[config.mk]
export PLATFORM = sky130hd
export DESIGN_NAME = stage_if_fetch
export DESIGN_NICKNAME = d
export VERILOG_FILES = /design/src/rtl/stage_if_fetch.sv
export SDC_FILE = /design/constraint.sdc
export NUM_CORES = 1
export LEC_CHECK = 0
export CAP_MARGIN = 20
export CORE_UTILIZATION = 25
export CTS_CLUSTER_SIZE = 24
export DETAILED_ROUTE_END_ITERATION = 8
export GPL_ROUTABILITY_DRIVEN = 0
export GPL_TIMING_DRIVEN = 0
export SKIP_CTS_REPAIR_TIMING = 1
export SLEW_MARGIN = 10
export SYNTH_ARGS = -nofsm -noshare
export SYNTH_HDL_FRONTEND = slang
export SYNTH_HIERARCHICAL = 1
export SYNTH_SLANG_ARGS = --single-unit
[constraint.sdc]
create_clock -name clk -period 6.5 [get_ports clk]
set_input_delay 0.65 -clock clk [delete_from_list [all_inputs] [get_ports clk]]
set_output_delay 0.65 -clock clk [all_outputs]
set_load 0.1 [all_outputs]
[src/rtl/stage_if_fetch.sv]
// Instruction fetch stage: one outstanding instruction-memory request, a single
// holding register toward decode, and redirect handling with wrong-path discard.
module stage_if_fetch #(
    parameter logic [31:0] RESET_PC = 32'h0000_0000
) (
    input  logic        clk,
    input  logic        rst,
    output logic [31:0] PC,
    output logic        Inst_Req_Valid,
    input  logic        Inst_Req_Ready,
    input  logic [31:0] Instruction,
    input  logic        Inst_Valid,
    output logic        Inst_Ready,
    input  logic        Redirect_Valid,
    input  logic [31:0] Redirect_PC,
    input  logic        Feedback_Mem_Acc,
    output logic [31:0] Inst,
    output logic [31:0] PC_O,
    output logic        Done_O,
    output logic [31:0] Fetch_Cnt
);

    typedef enum logic [3:0] {
        S_INIT = 4'b0001,
        S_IF   = 4'b0010,
        S_IW   = 4'b0100,
        S_HOLD = 4'b1000
    } state_t;

    state_t      state_r;
    state_t      state_s;
    logic [31:0] pc_r;
    logic [31:0] pc_s;
    logic [31:0] inst_r;
    logic [31:0] inst_s;
    logic [31:0] pc_o_r;
    logic [31:0] pc_o_s;
    logic        done_r;
    logic        done_s;
    logic [31:0] cnt_r;
    logic [31:0] cnt_s;
    logic        kill_r;
    logic        kill_s;
    logic        req_valid_r;
    logic        inst_ready_r;
    logic        req_hs_s;
    logic        resp_hs_s;
    logic [31:0] target_s;

    assign target_s  = {Redirect_PC[31:2], 2'b00};
    assign req_hs_s  = req_valid_r & Inst_Req_Ready;
    assign resp_hs_s = inst_ready_r & Inst_Valid;

    // Next-state and datapath update; a redirect always wins over sequential PC+4.
    always_comb begin
        state_s = state_r;
        pc_s    = pc_r;
        inst_s  = inst_r;
        pc_o_s  = pc_o_r;
        done_s  = done_r;
        cnt_s   = cnt_r;
        kill_s  = kill_r;
        case (state_r)
            S_INIT: begin
                state_s = S_IF;
                if (Redirect_Valid) begin
                    pc_s = target_s;
                end else begin
                    pc_s = pc_r;
                end
            end
            S_IF: begin
                if (Redirect_Valid) begin
                    pc_s = target_s;
                end else if (req_hs_s) begin
                    state_s = S_IW;
                end else begin
                    state_s = S_IF;
                end
            end
            S_IW: begin
                if (Redirect_Valid) begin
                    pc_s = target_s;
                    if (resp_hs_s) begin
                        // The in-flight response is wrong-path; drop it right away.
                        state_s = S_IF;
                        kill_s  = 1'b0;
                    end else begin
                        kill_s  = 1'b1;
                    end
                end else if (resp_hs_s) begin
                    if (kill_r) begin
                        state_s = S_IF;
                        kill_s  = 1'b0;
                    end else begin
                        state_s = S_HOLD;
                        inst_s  = Instruction;
                        pc_o_s  = pc_r;
                        done_s  = 1'b1;
                    end
                end else begin
                    state_s = S_IW;
                end
            end
            S_HOLD: begin
                if (Redirect_Valid) begin
                    state_s = S_IF;
                    pc_s    = target_s;
                    done_s  = 1'b0;
                end else if (!Feedback_Mem_Acc) begin
                    state_s = S_IF;
                    pc_s    = pc_r + 32'd4;
                    cnt_s   = cnt_r + 32'd1;
                    done_s  = 1'b0;
                end else begin
                    state_s = S_HOLD;
                end
            end
            default: begin
                state_s = S_INIT;
                done_s  = 1'b0;
                kill_s  = 1'b0;
            end
        endcase
    end

    // State and datapath registers; handshake strobes are registered from the next state.
    always_ff @(posedge clk) begin
        if (rst) begin
            state_r      <= S_INIT;
            pc_r         <= RESET_PC;
            inst_r       <= 32'h0000_0000;
            pc_o_r       <= 32'h0000_0000;
            done_r       <= 1'b0;
            cnt_r        <= 32'h0000_0000;
            kill_r       <= 1'b0;
            req_valid_r  <= 1'b0;
            inst_ready_r <= 1'b0;
        end else begin
            state_r      <= state_s;
            pc_r         <= pc_s;
            inst_r       <= inst_s;
            pc_o_r       <= pc_o_s;
            done_r       <= done_s;
            cnt_r        <= cnt_s;
            kill_r       <= kill_s;
            req_valid_r  <= (state_s == S_IF);
            inst_ready_r <= (state_s == S_IW);
        end
    end

    assign PC             = pc_r;
    assign Inst_Req_Valid = req_valid_r;
    assign Inst_Ready     = inst_ready_r;
    assign Inst           = inst_r;
    assign PC_O           = pc_o_r;
    assign Done_O         = done_r;
    assign Fetch_Cnt      = cnt_r;

    stage_if_fetch_chk u_chk (
        .clk           (clk),
        .rst           (rst),
        .state         (state_r),
        .done          (done_r),
        .req_valid     (req_valid_r),
        .inst_ready    (inst_ready_r),
        .redirect_valid(Redirect_Valid),
        .redirect_low  (Redirect_PC[1:0])
    );

endmodule

// Structural invariants of the fetch stage control.
module stage_if_fetch_chk (
    input logic       clk,
    input logic       rst,
    input logic [3:0] state,
    input logic       done,
    input logic       req_valid,
    input logic       inst_ready,
    input logic       redirect_valid,
    input logic [1:0] redirect_low
);

    a_onehot: assert property (@(posedge clk) disable iff (rst) $onehot(state));
    a_done_hold: assert property (@(posedge clk) disable iff (rst) done |-> (state == 4'b1000));
    a_req_if: assert property (@(posedge clk) disable iff (rst) req_valid == (state == 4'b0010));
    a_rdy_iw: assert property (@(posedge clk) disable iff (rst) inst_ready == (state == 4'b0100));
    c_misaligned: cover property (@(posedge clk) redirect_valid && (redirect_low != 2'b00));

endmodule

* Word level (Yosys, flattened, before mapping)
Index checks and enable logic that the tools add are counted.
Storage, ports and cells: input bits 70, logic and storage cells 62, register bits after elaboration 136
Cells by class: equal/unequal tests 12, bitwise operators 7, add/sub/neg operators 2, muxes and demuxes 23, reductions and logical operators 9
Operators by type and width (count):
- $mux 32 | 3
- $pmux 32 s2 | 1
- $add 32x1->32 const B | 1
- $add 32x3->32 const B | 1
- $mux 4 | 7
- $pmux 4 s4 | 1
- $eq 4x2->1 const B | 2
- $eq 4x3->1 const B | 2
- $mux 1 | 8
- $ne 2x2->1 const B | 3
- $ne 3x3->1 const B | 2
- $reduce_and 3->1 | 2
- $reduce_or 3->1 | 2
- $not 1->1 | 5
- $reduce_and 5->1 | 1
- $eq 4x1->1 const B | 1
- $eq 4x4->1 const B | 1
- $reduce_and 4->1 | 1
- $mux 3 | 1
- $pmux 1 s3 | 1
- $and 1x1->1 | 2
- $ne 2x1->1 const B | 1
- $pmux 1 s2 | 1
- $reduce_and 2->1 | 1
- 2 further kinds | 2

* Logic depth before layout (Yosys ltp)
depth in word-level cells 5, gate-level depth with buffers 9, depth with buffers taken out 6

* Worst setup path after synthesis
OpenSTA, ideal clock, no wires.
path type reg-to-reg, start reg pc_r[2], in the netlist PC[2], end reg pc_r[24], in the netlist PC[24], period minus slack after synthesis 2836 ps, arrival 2744 ps, buffers on the path 0, cell stages (with the launch flop) 7, path slack 3664 ps, cell sequence dfxtp_1 > ha_1 > nand3_1 > nor4_1 > a311o_1 > o21ai_0 > nor4_1
Between the ends: word-level cells in the longest chain between the ends 4
Ends and longest elaborated chain:
- start: declaration | line 32 | logic [31:0] pc_r;
- start signal: assignment | line 141 | pc_r <= pc_s;
- $add 32x3->32 | line 112 | pc_s = pc_r + 32'd4;
- $mux 32 | line 110 | end else if (!Feedback_Mem_Acc) begin
- $mux 32 | line 106 | if (Redirect_Valid) begin
- $pmux 32 s2 | line 63 | case (state_r)
Every way passes these cells. The select of a mux whose other input is x is not followed. A chain may end at the register's enable or synchronous reset.

* Final worst setup path
start reg pc_r[25], in the netlist PC[25], end out PC[25]
RTL lines:
- end: declaration | line 8 | output logic [31:0] PC,
No word-level cell between the ends.

==> impl_metrics.ini <==
[floorplanning]
row_count = 56
core_area_mm2 = 0.0235
pin_count = 201
design.die.area_mm2 = 0.0246
die_w_um = 157
fp.dieH_um = 157
initial_utilization_pct = 25.5

[layout]
layout_common_cells = 193 x clkdlybuf4s50_1, 159 x nand2_1, 132 x dfxtp_1, 101 x a21oi_1, 49 x nor2_1
nFillCells = 2449
nNetsFinal = 1055
layout-drive-gt1-share_pct = 5.32
diodes = 0
fin_cells = 1315
area.growth.synth_to_final_pct = 49.0
final_common_cell = clkdlybuf4s50_1

[drt]
viasPerCell = 4.85
vias = 6375
wl_mm = 22.1
dr.pass1.iters = 6
ant_nets = 0
drc = 0
wl_per_cell_um = 16.8
drt_iter0_drc = 412

[setup_path]
setup.worst_path.start = PC[25]
worstSetupPathType = reg2out
crit_fanout = 8
end_kind = output pin
r2r-end = PC[3]
cp.depth = 1
reg2reg_slack_ps = 3740
path_cells = clkdlybuf4s50_1
max_stage_delay_ps = 1220
critical_path_required_ps = 5850
cp_top_family = buffers and inverters
reg2reg_depth = 8
cp-start-kind = flip-flop
critPathBufInv = 1
cp-endpoint = PC[25]
arrival_ps = 2160
r2r_start = state_r[3]
crit_slowest_cell = clkdlybuf4s50_1

[timing]
min_period_ps = 2810
slew_violations = 0
tns_ps = 0
setup_viol = 0
fin_ws_ps = 3690
worst_slew_pin_slew_ps = 1040
final.period_utilization_pct = 43.3
fmax_ghz = 0.356
worst_slew_margin_rel_pct = 30.2
hold_violations = 0
rsz0062_at_grt = false
whs_ps = 452
fin_skew_ps = 8.71

[power_and_ir_drop]
p_int_mw = 1.52
pwr-share-comb_pct = 21.7
power_density_mw_per_mm2 = 265
ir_drop_mv = 0.156
p_sw_share_pct = 35.4
p_leak_nw = 2.94
seqPwrFrac_pct = 38.4
p_sw_mw = 0.836
pwr-share-clk_pct = 39.9

[job]
max_cap_viol_count = 0

[global_route]
first_global_vias = 5837
grt_max_degree = 17
globalRouteMet3Util_pct = 7.12
grt.total_usage_pct = 18.1
grt-busiest-layer = met2
grt_antenna_before_repair = 0
grt_util_met2_pct = 27.9
overflow = 0
use_met1_pct = 23.2
grt_pass1_wl_mm = 33.4

[cts]
cts_made_buffers = 17
clockBufferDepth = 2
clock-sinks = 132
htree_num_levels = 4
clk-insertion-delay-late_ps = 430
cts_tree = built
root_buffer = clkbuf_16
clkTransAtPathRegs_ps = 60

[logic_synthesis]
postSynthAreaPerCell_um2 = 7.80
ys_types = 58
synth_flop_cell = dfxtp_1
synth_top_cell_by_area = dfxtp_1
synth_cells = 767
yosysSeqAreaShare_pct = 44.2
synth_seq_cells = 132
syn_area_mm2 = 0.00598
synth-edff-count = 0
yosys-top-cells-area = dfxtp_1 44%, nand2_1 10%, a21oi_1 8.4%
async_reset_ff_share_pct = 0
yosysWarnings = 6
yosysTopAreaCellShare_pct = 44.2

[worst_hold_path]
hold_class = reg2reg

[placement]
dp.cells = 1283
dpl.hpwl_mm = 16.0
dpl_worst_slack_ps = 3350
port_buffers = 193

[outcome]
outcome = completed
[sequential cells by signal, summed over array words and instances, names as in the netlist]
register	count
state_r	4
Inst	32
Done_O	1
PC	30
PC_O	30
Inst_Req_Valid	1
kill_r	1
Inst_Ready	1
Fetch_Cnt	32
[worst min-delay path by stage]
stage               startpoint        to  slack [ps]  cells past startpoint
detailed placement     Inst[3]   Inst[3]         450                      2
finish                Inst[26]  Inst[26]         450                      2
floorplan               kill_r    kill_r         520                      2
global route           Inst[4]   Inst[4]         470                      2
global placement      PC_O[30]  PC_O[30]         440                      2
CTS                    Inst[3]   Inst[3]         450                      2
[per-layer routing]
layer / wire length (um) / vias to the layer above / part of all wire [%]
met1: 9970 / 2947 / 45
met3: 2280 / 21 / 10
met5: 0 / - / 0
met4: 272 / 0 / 1.2
li1: - / 3128 / -
met2: 9590 / 279 / 43
[metrics by stage]
stage	util (%)	cell area [um2]	power, mW
floorplan	-	6000	1.26
global placement	35.5	8330	1.43
detailed placement	35.5	8340	1.43
CTS	38.0	8910	2.38
global route	38.0	8910	2.45
finish	38.0	8910	2.36
[worst reg2reg max path: cells and delay by family (launching register included)]
| family | cells | cell delay (ps) |
|---|---|---|
| AO/OA/AOI/OAI | 1 | 300 |
| flip-flops | 1 | 340 |
| buffers and inverters | 4 | 1580 |
| AND/OR/NAND/NOR | 3 | 470 |
[logic make-up (layout without fill, tap and decap cells)]
| family | after synthesis | count (layout) | synth area share [%] |
|---|---|---|---|
| simple gates | 349 | 349 | 28.5 |
| compound gates | 190 | 190 | 18.2 |
| flops | 132 | 132 | 44.2 |
| buf+inv | 67 | 293 | 4.75 |
| xor+xnor | 22 | 22 | 3.22 |
| mux | 4 | 4 | 0.690 |
| fa+ha+maj | 2 | 2 | 0.418 |
| other cells | 1 | 4 | 0.0627 |
[cell type report]
| class | instances | area, um2 | area share [%] |
|---|---|---|---|
| sequential | 132 | 2640 | 29.6 |
| inverter | 8 | 30.0 | 0.337 |
| clock inverter | 15 | 149 | 1.67 |
| buffer | 59 | 254 | 2.85 |
| tap | 319 | 399 | 4.48 |
| timing repair buffer | 194 | 1940 | 21.7 |
| clock buffer | 17 | 425 | 4.77 |
| multi-input combinational | 571 | 3080 | 34.5 |
[power by group through the flow]
stage	clock (mW)	sequential, mW	combinational [mW]
2_1_floorplan	0	1.12	0.136
3_3_place_gp	0	0.922	0.510
3_5_place_dp	0	0.923	0.511
4_1_cts	0.967	0.905	0.513
5_1_grt	1.00	0.912	0.537
6_report	0.942	0.905	0.513
[Yosys cell counts (all sizes together), types with 3 or more instances]
master	n
nor4	12
and3	10
nand2	159
or4	4
a32oi	3
o31a	3
nor2	49
xor2	20
buf	13
o21ai	43
nand3	20
clkbuf	46
nor3	15
nor2b	6
a21o	4
o31ai	7
nand2b	8
inv	8
a211oi	7
and4	11
a21oi	101
a311oi	3
or3	8
nand4	24
and2	10
mux2i	3
o22ai	3
dfxtp	132
(Power assumes the default switching activity.)
